<file path="src/rtl/ifstage_fetch.sv">
// rtl/ifstage_fetch.sv - instruction fetch stage: PC register, imem request/ack handshake, fetch timeout
//
// Holds the program counter and fetches one instruction per PC.
// After reset the stage issues its first request.
// It then waits for Imem_Ack, with a bounded timeout.
// It then presents the word on Instr with Instr_Valid set.
// It stays there until the decode stage asks for the next PC through PC_LdEn.
//
// Parameters
//   RESET_PC     PC value loaded on reset
//   TIMEOUT      cycles waited for Imem_Ack before Fetch_Err (2..255)
// Ports
//   Clk          clock, rising edge
//   Reset        asynchronous active-high reset
//   PC_Immed     branch offset (pre sign-extended, pre shifted by 2)
//   PC_sel       0: PC+4, 1: PC+4+PC_Immed
//   PC_LdEn      advance PC and start the next fetch (honoured only once a fetch is complete)
//   Imem_Ack     instruction memory data valid
//   Imem_Data    instruction word, valid with Imem_Ack
//   Imem_Req     registered fetch request
//   Imem_Addr    fetch address, always equal to PC
//   PC           current program counter
//   Instr        registered instruction word
//   Instr_Valid  Instr holds the word fetched from the current PC
//   Fetch_Err    sticky fetch-timeout flag
module ifstage_fetch #(
    parameter logic [31:0] RESET_PC = 32'h0000_0000,
    parameter int          TIMEOUT  = 16
) (
    input  logic        Clk,
    input  logic        Reset,
    input  logic [31:0] PC_Immed,
    input  logic        PC_sel,
    input  logic        PC_LdEn,
    input  logic        Imem_Ack,
    input  logic [31:0] Imem_Data,
    output logic        Imem_Req,
    output logic [31:0] Imem_Addr,
    output logic [31:0] PC,
    output logic [31:0] Instr,
    output logic        Instr_Valid,
    output logic        Fetch_Err
);

    localparam logic [1:0] S_START = 2'd0;
    localparam logic [1:0] S_REQ   = 2'd1;
    localparam logic [1:0] S_DONE  = 2'd2;
    localparam logic [1:0] S_ERR   = 2'd3;

    // The last wait count at which a missing Ack is still tolerated.
    localparam logic [7:0] WAIT_LAST = 8'(TIMEOUT - 1);

    logic [1:0]  state;
    logic [7:0]  wait_cnt;
    logic [31:0] pc_offset;
    logic [31:0] pc_next;

    // Modulo-2^32 sum. The low two bits are masked so that a malformed offset cannot misalign the PC.
    assign pc_offset = PC_sel ? PC_Immed : 32'd0;
    assign pc_next   = (PC + 32'd4 + pc_offset) & 32'hFFFF_FFFC;
    assign Imem_Addr = PC;

    always_ff @(posedge Clk or posedge Reset) begin
        if (Reset) begin
            state       <= S_START;
            PC          <= RESET_PC & 32'hFFFF_FFFC;
            Instr       <= 32'd0;
            Instr_Valid <= 1'b0;
            Imem_Req    <= 1'b0;
            Fetch_Err   <= 1'b0;
            wait_cnt    <= 8'd0;
        end else begin
            case (state)
                S_START: begin
                    state    <= S_REQ;
                    Imem_Req <= 1'b1;
                    wait_cnt <= 8'd0;
                end
                S_REQ: begin
                    // Ack is honoured even on the first request cycle, so zero-wait memory completes in one cycle.
                    if (Imem_Ack) begin
                        Instr       <= Imem_Data;
                        Instr_Valid <= 1'b1;
                        Imem_Req    <= 1'b0;
                        state       <= S_DONE;
                    end else if (wait_cnt == WAIT_LAST) begin
                        Fetch_Err <= 1'b1;
                        Imem_Req  <= 1'b0;
                        state     <= S_ERR;
                    end else begin
                        wait_cnt <= wait_cnt + 8'd1;
                    end
                end
                S_DONE: begin
                    // Instr keeps the old word while the new fetch is in flight; only Valid drops.
                    if (PC_LdEn) begin
                        PC          <= pc_next;
                        Instr_Valid <= 1'b0;
                        Imem_Req    <= 1'b1;
                        wait_cnt    <= 8'd0;
                        state       <= S_REQ;
                    end
                end
                default: begin
                    // S_ERR holds everything until reset.
                end
            endcase
        end
    end

endmodule

</file>
<file path="config.mk">
export PLATFORM = sky130hd
export DESIGN_NAME = ifstage_fetch
export DESIGN_NICKNAME = d
export VERILOG_FILES = /design/src/rtl/ifstage_fetch.sv
export SDC_FILE = /design/constraint.sdc
export NUM_CORES = 1
export LEC_CHECK = 0
export BUFFER_PORTS_ARGS = -buffer_cell sky130_fd_sc_hd__buf_2
export CORE_MARGIN = 4
export CORE_UTILIZATION = 52
export DETAILED_ROUTE_END_ITERATION = 6
export HOLD_SLACK_MARGIN = 0.12
export PLACE_DENSITY = 0.8
export SLEW_MARGIN = 25
export SYNTH_ARGS = -nofsm -noshare
export SYNTH_HDL_FRONTEND = slang
export SYNTH_SLANG_ARGS = --single-unit
</file>
<file path="constraint.sdc">
create_clock -name Clk -period 3.6 [get_ports Clk]
set_input_delay 0.72 -clock Clk [delete_from_list [all_inputs] [get_ports Clk]]
set_output_delay 0.72 -clock Clk [all_outputs]
set_load 0.01 [all_outputs]
</file>
==> flow_summary.yaml <==
outcome:
  status: "completed"
die:
  die_w_um: 109
  rows: 36
  dieArea_mm2: 0.0119
  io_pins: 168
  initial_core_util_pct: 54.1
  dieHeight_um: 109
  coreArea_mm2: 0.00986
logic_synthesis:
  syn_inst: 576
  synth_edf_count: 0
  synthFlopType: "dfrtp_1"
  synthArstFlopShare_pct: 100
  yosysSeqAreaShare_pct: 35.2
  synth-seq-cells: 75
  synth_cell_types: 55
  netlist_area_mm2: 0.00534
  syn_avg_cell_area_um2: 9.26
  yosysWarningCount: 0
critical_path:
  worstReg2RegStart: "Imem_Addr[3]"
  cp.arrival_ps: 3490
  crit_path_start_kind: "input port"
  worstPathMaxFanout: 5
  end_kind: "register"
  critical_path.startpoint: "PC_sel"
  cp_data_required_time_ps: 3780
  critical_path_class: "input port to register"
grt:
  antenna_found_initial: 0
  grt_pass1_vias: 4542
  grt_max_degree: 76
  grt_overflow: 0
  grt_util_all_layers_pct: 22.1
  grt_pass1_wl_um: 21200
finish:
  final_layout_size_suffix_gt1_share_pct: 33.5
  most-common-layout-cells: "buf_2 (161), dfrtp_1 (75), nand2_1 (63)"
  instances_no_fill: 853
  layout.nets: 844
  areaGrowthSynthToFinish_pct: 19.1
  diodes: 0
  nFillCells: 837
  final_common_cell: "buf_2"
cts:
  ctsResizeCount: 0
  cts-buffers-inserted: 9
  clk_path_buf_depth: 2
  postCtsSetupBuffers: 0
  ctsRootBufferMaster: "clkbuf_8"
  cts_hold_buf: 0
  clk_pin_slew_ps: 80
  clkSinkCount: 75
  htree_levels: 3
  cts_tree: "yes"
  clock_latency_ps: 350
min_path:
  hold_start: "Fetch_Err"
  hold_class: "register to register"
routing:
  vias: 4552
  drt_iter0_drc: 197
  first_pass_iters: 5
  routedWlPerCell_um: 15.6
  drcViolationCount: 0
  viasPerCell: 5.34
  drt_wl_total_um: 13300
  ant_nets: 0
placed_design:
  dp_hpwl_um: 10400
  place_inst: 838
  place.gp.congestion: 0.889
  io_buffers: 161
timing:
  hold_viol_final: 0
  skew_ps: 10.3
  worst_slew_pin_slew_ps: 1030
  rsz0062_at_grt: "no"
  slew_viol_final: 0
  setup_violations: 0
  finalCriticalPeriod_ps: 3320
  max_freq_mhz: 301
  post-route-period-util_pct: 92.2
  hold_ws_ps: 477
  relSlewSlack_pct: 31.5
power:
  p_leak_nw: 3.38
  p_total_mw: 4.91
  cellPowerDensity_mw_per_mm2: 773
  vdd_drop_max_uv: 428
flow_run:
  maxCapViolations: 0
[final timing paths]
path / cells after the start / to / slack (ps)
worst max register to register: 10 / Imem_Addr[23] / 480
worst max-delay path: 12 / Imem_Addr[23] / 280
max in group asynchronous: 3 / Imem_Addr[30] / 2570
worst min-delay path: 1 / Fetch_Err / 480
min in group asynchronous: 3 / Instr[0] / 550
worst min register to register: 1 / Fetch_Err / 480
[Yosys cell counts (2+ instances only)]
cell	instances	share of area (%)
a211oi_1	2	0.28
nand2_1	63	4.4
a21oi_1	37	3.5
and2_1	31	3.6
nand2b_1	3	0.35
o31ai_1	2	0.28
inv_1	11	0.77
nand3b_1	2	0.28
nand4_1	12	1.4
mux2i_1	3	0.56
a41oi_1	2	0.33
mux2_2	32	6.8
ha_1	58	14
o211ai_1	3	0.42
o22ai_1	2	0.23
buf_4	34	4.8
a21o_1	16	2.3
and3_1	3	0.35
o21bai_1	3	0.42
or3_1	5	0.59
nor2b_1	3	0.35
clkbuf_1	23	1.6
nor2_1	27	1.9
o31a_1	2	0.33
or2_2	3	0.35
o21ai_0	40	3.8
dfrtp_1	75	35
xnor2_1	8	1.3
o21a_1	6	0.84
buf_2	2	0.19
nor3_1	10	0.94
a31oi_1	6	0.70
xor2_1	19	3.1
nand3_1	7	0.66
[metrics by stage]
stage / worst slack (ps) / cell area [µm²] / setup TNS, ps / utilization, %
2_1_floorplan: 228 / 5350 / 0 / -
3_3_place_gp: 17.7 / 6160 / 0 / 62.5
3_5_place_dp: -47.4 / 6160 / -57.6 / 62.5
4_1_cts: 290 / 6350 / 0 / 64.4
5_1_grt: 80.8 / 6360 / 0 / 64.4
6_report: 281 / 6360 / 0 / 64.4
[final cells by class]
type	instances	area [µm²]	area share, %
multi-input cells	433	3070	48.3
flip-flops and latches	75	1880	29.5
repair buffers	186	1010	15.9
well taps	133	166	2.62
clock buffers	9	124	1.95
clock inverters	6	65.1	1.02
inverters	11	41.3	0.650
[critical path, stage by stage]
cell      delay (ps)
buf_2            130
and2_1           140
ha_1             280
ha_1             230
fa_1             450
a211oi_1         330
o21ai_0          170
o21ai_1          250
a21oi_1          140
o21ai_0          220
mux2i_1          270
o311ai_0         170
[registers in the layout, summed over array words and instances (netlist names)]
signal	cells
state	2
Imem_Req	1
Imem_Addr	30
Instr_Valid	1
wait_cnt	8
Instr	32
Fetch_Err	1
[power breakdown]
group          total (mW)  switching (mW)  internal (mW)
combinational        2.75            1.52           1.23
clock               0.656           0.337          0.319
sequential           1.51           0.289           1.22
[metal layers]
layer	wire (µm)	part of all wire, %	track usage, %	vias to the layer above
met1	5540	42	27.8	2146
met5	0	0	0	-
met4	174	1.3	7.30	0
met3	611	4.6	2.99	15
met2	6940	52	39.2	117
li1	-	-	-	2274
[cells by family after synthesis]
logic type                 Yosys count  synth area share [%]
and+or+nand+nor                    173                  15.9
AOI/OAI and AO/OA                  135                  15.7
DFF                                 75                  35.2
buffers and inverters               71                  7.43
adders and majority gates           59                  14.0
muxes                               35                  7.32
xor gates and xnor gates            27                  4.43
other                                1                0.0703
(Power assumes the default switching activity.)
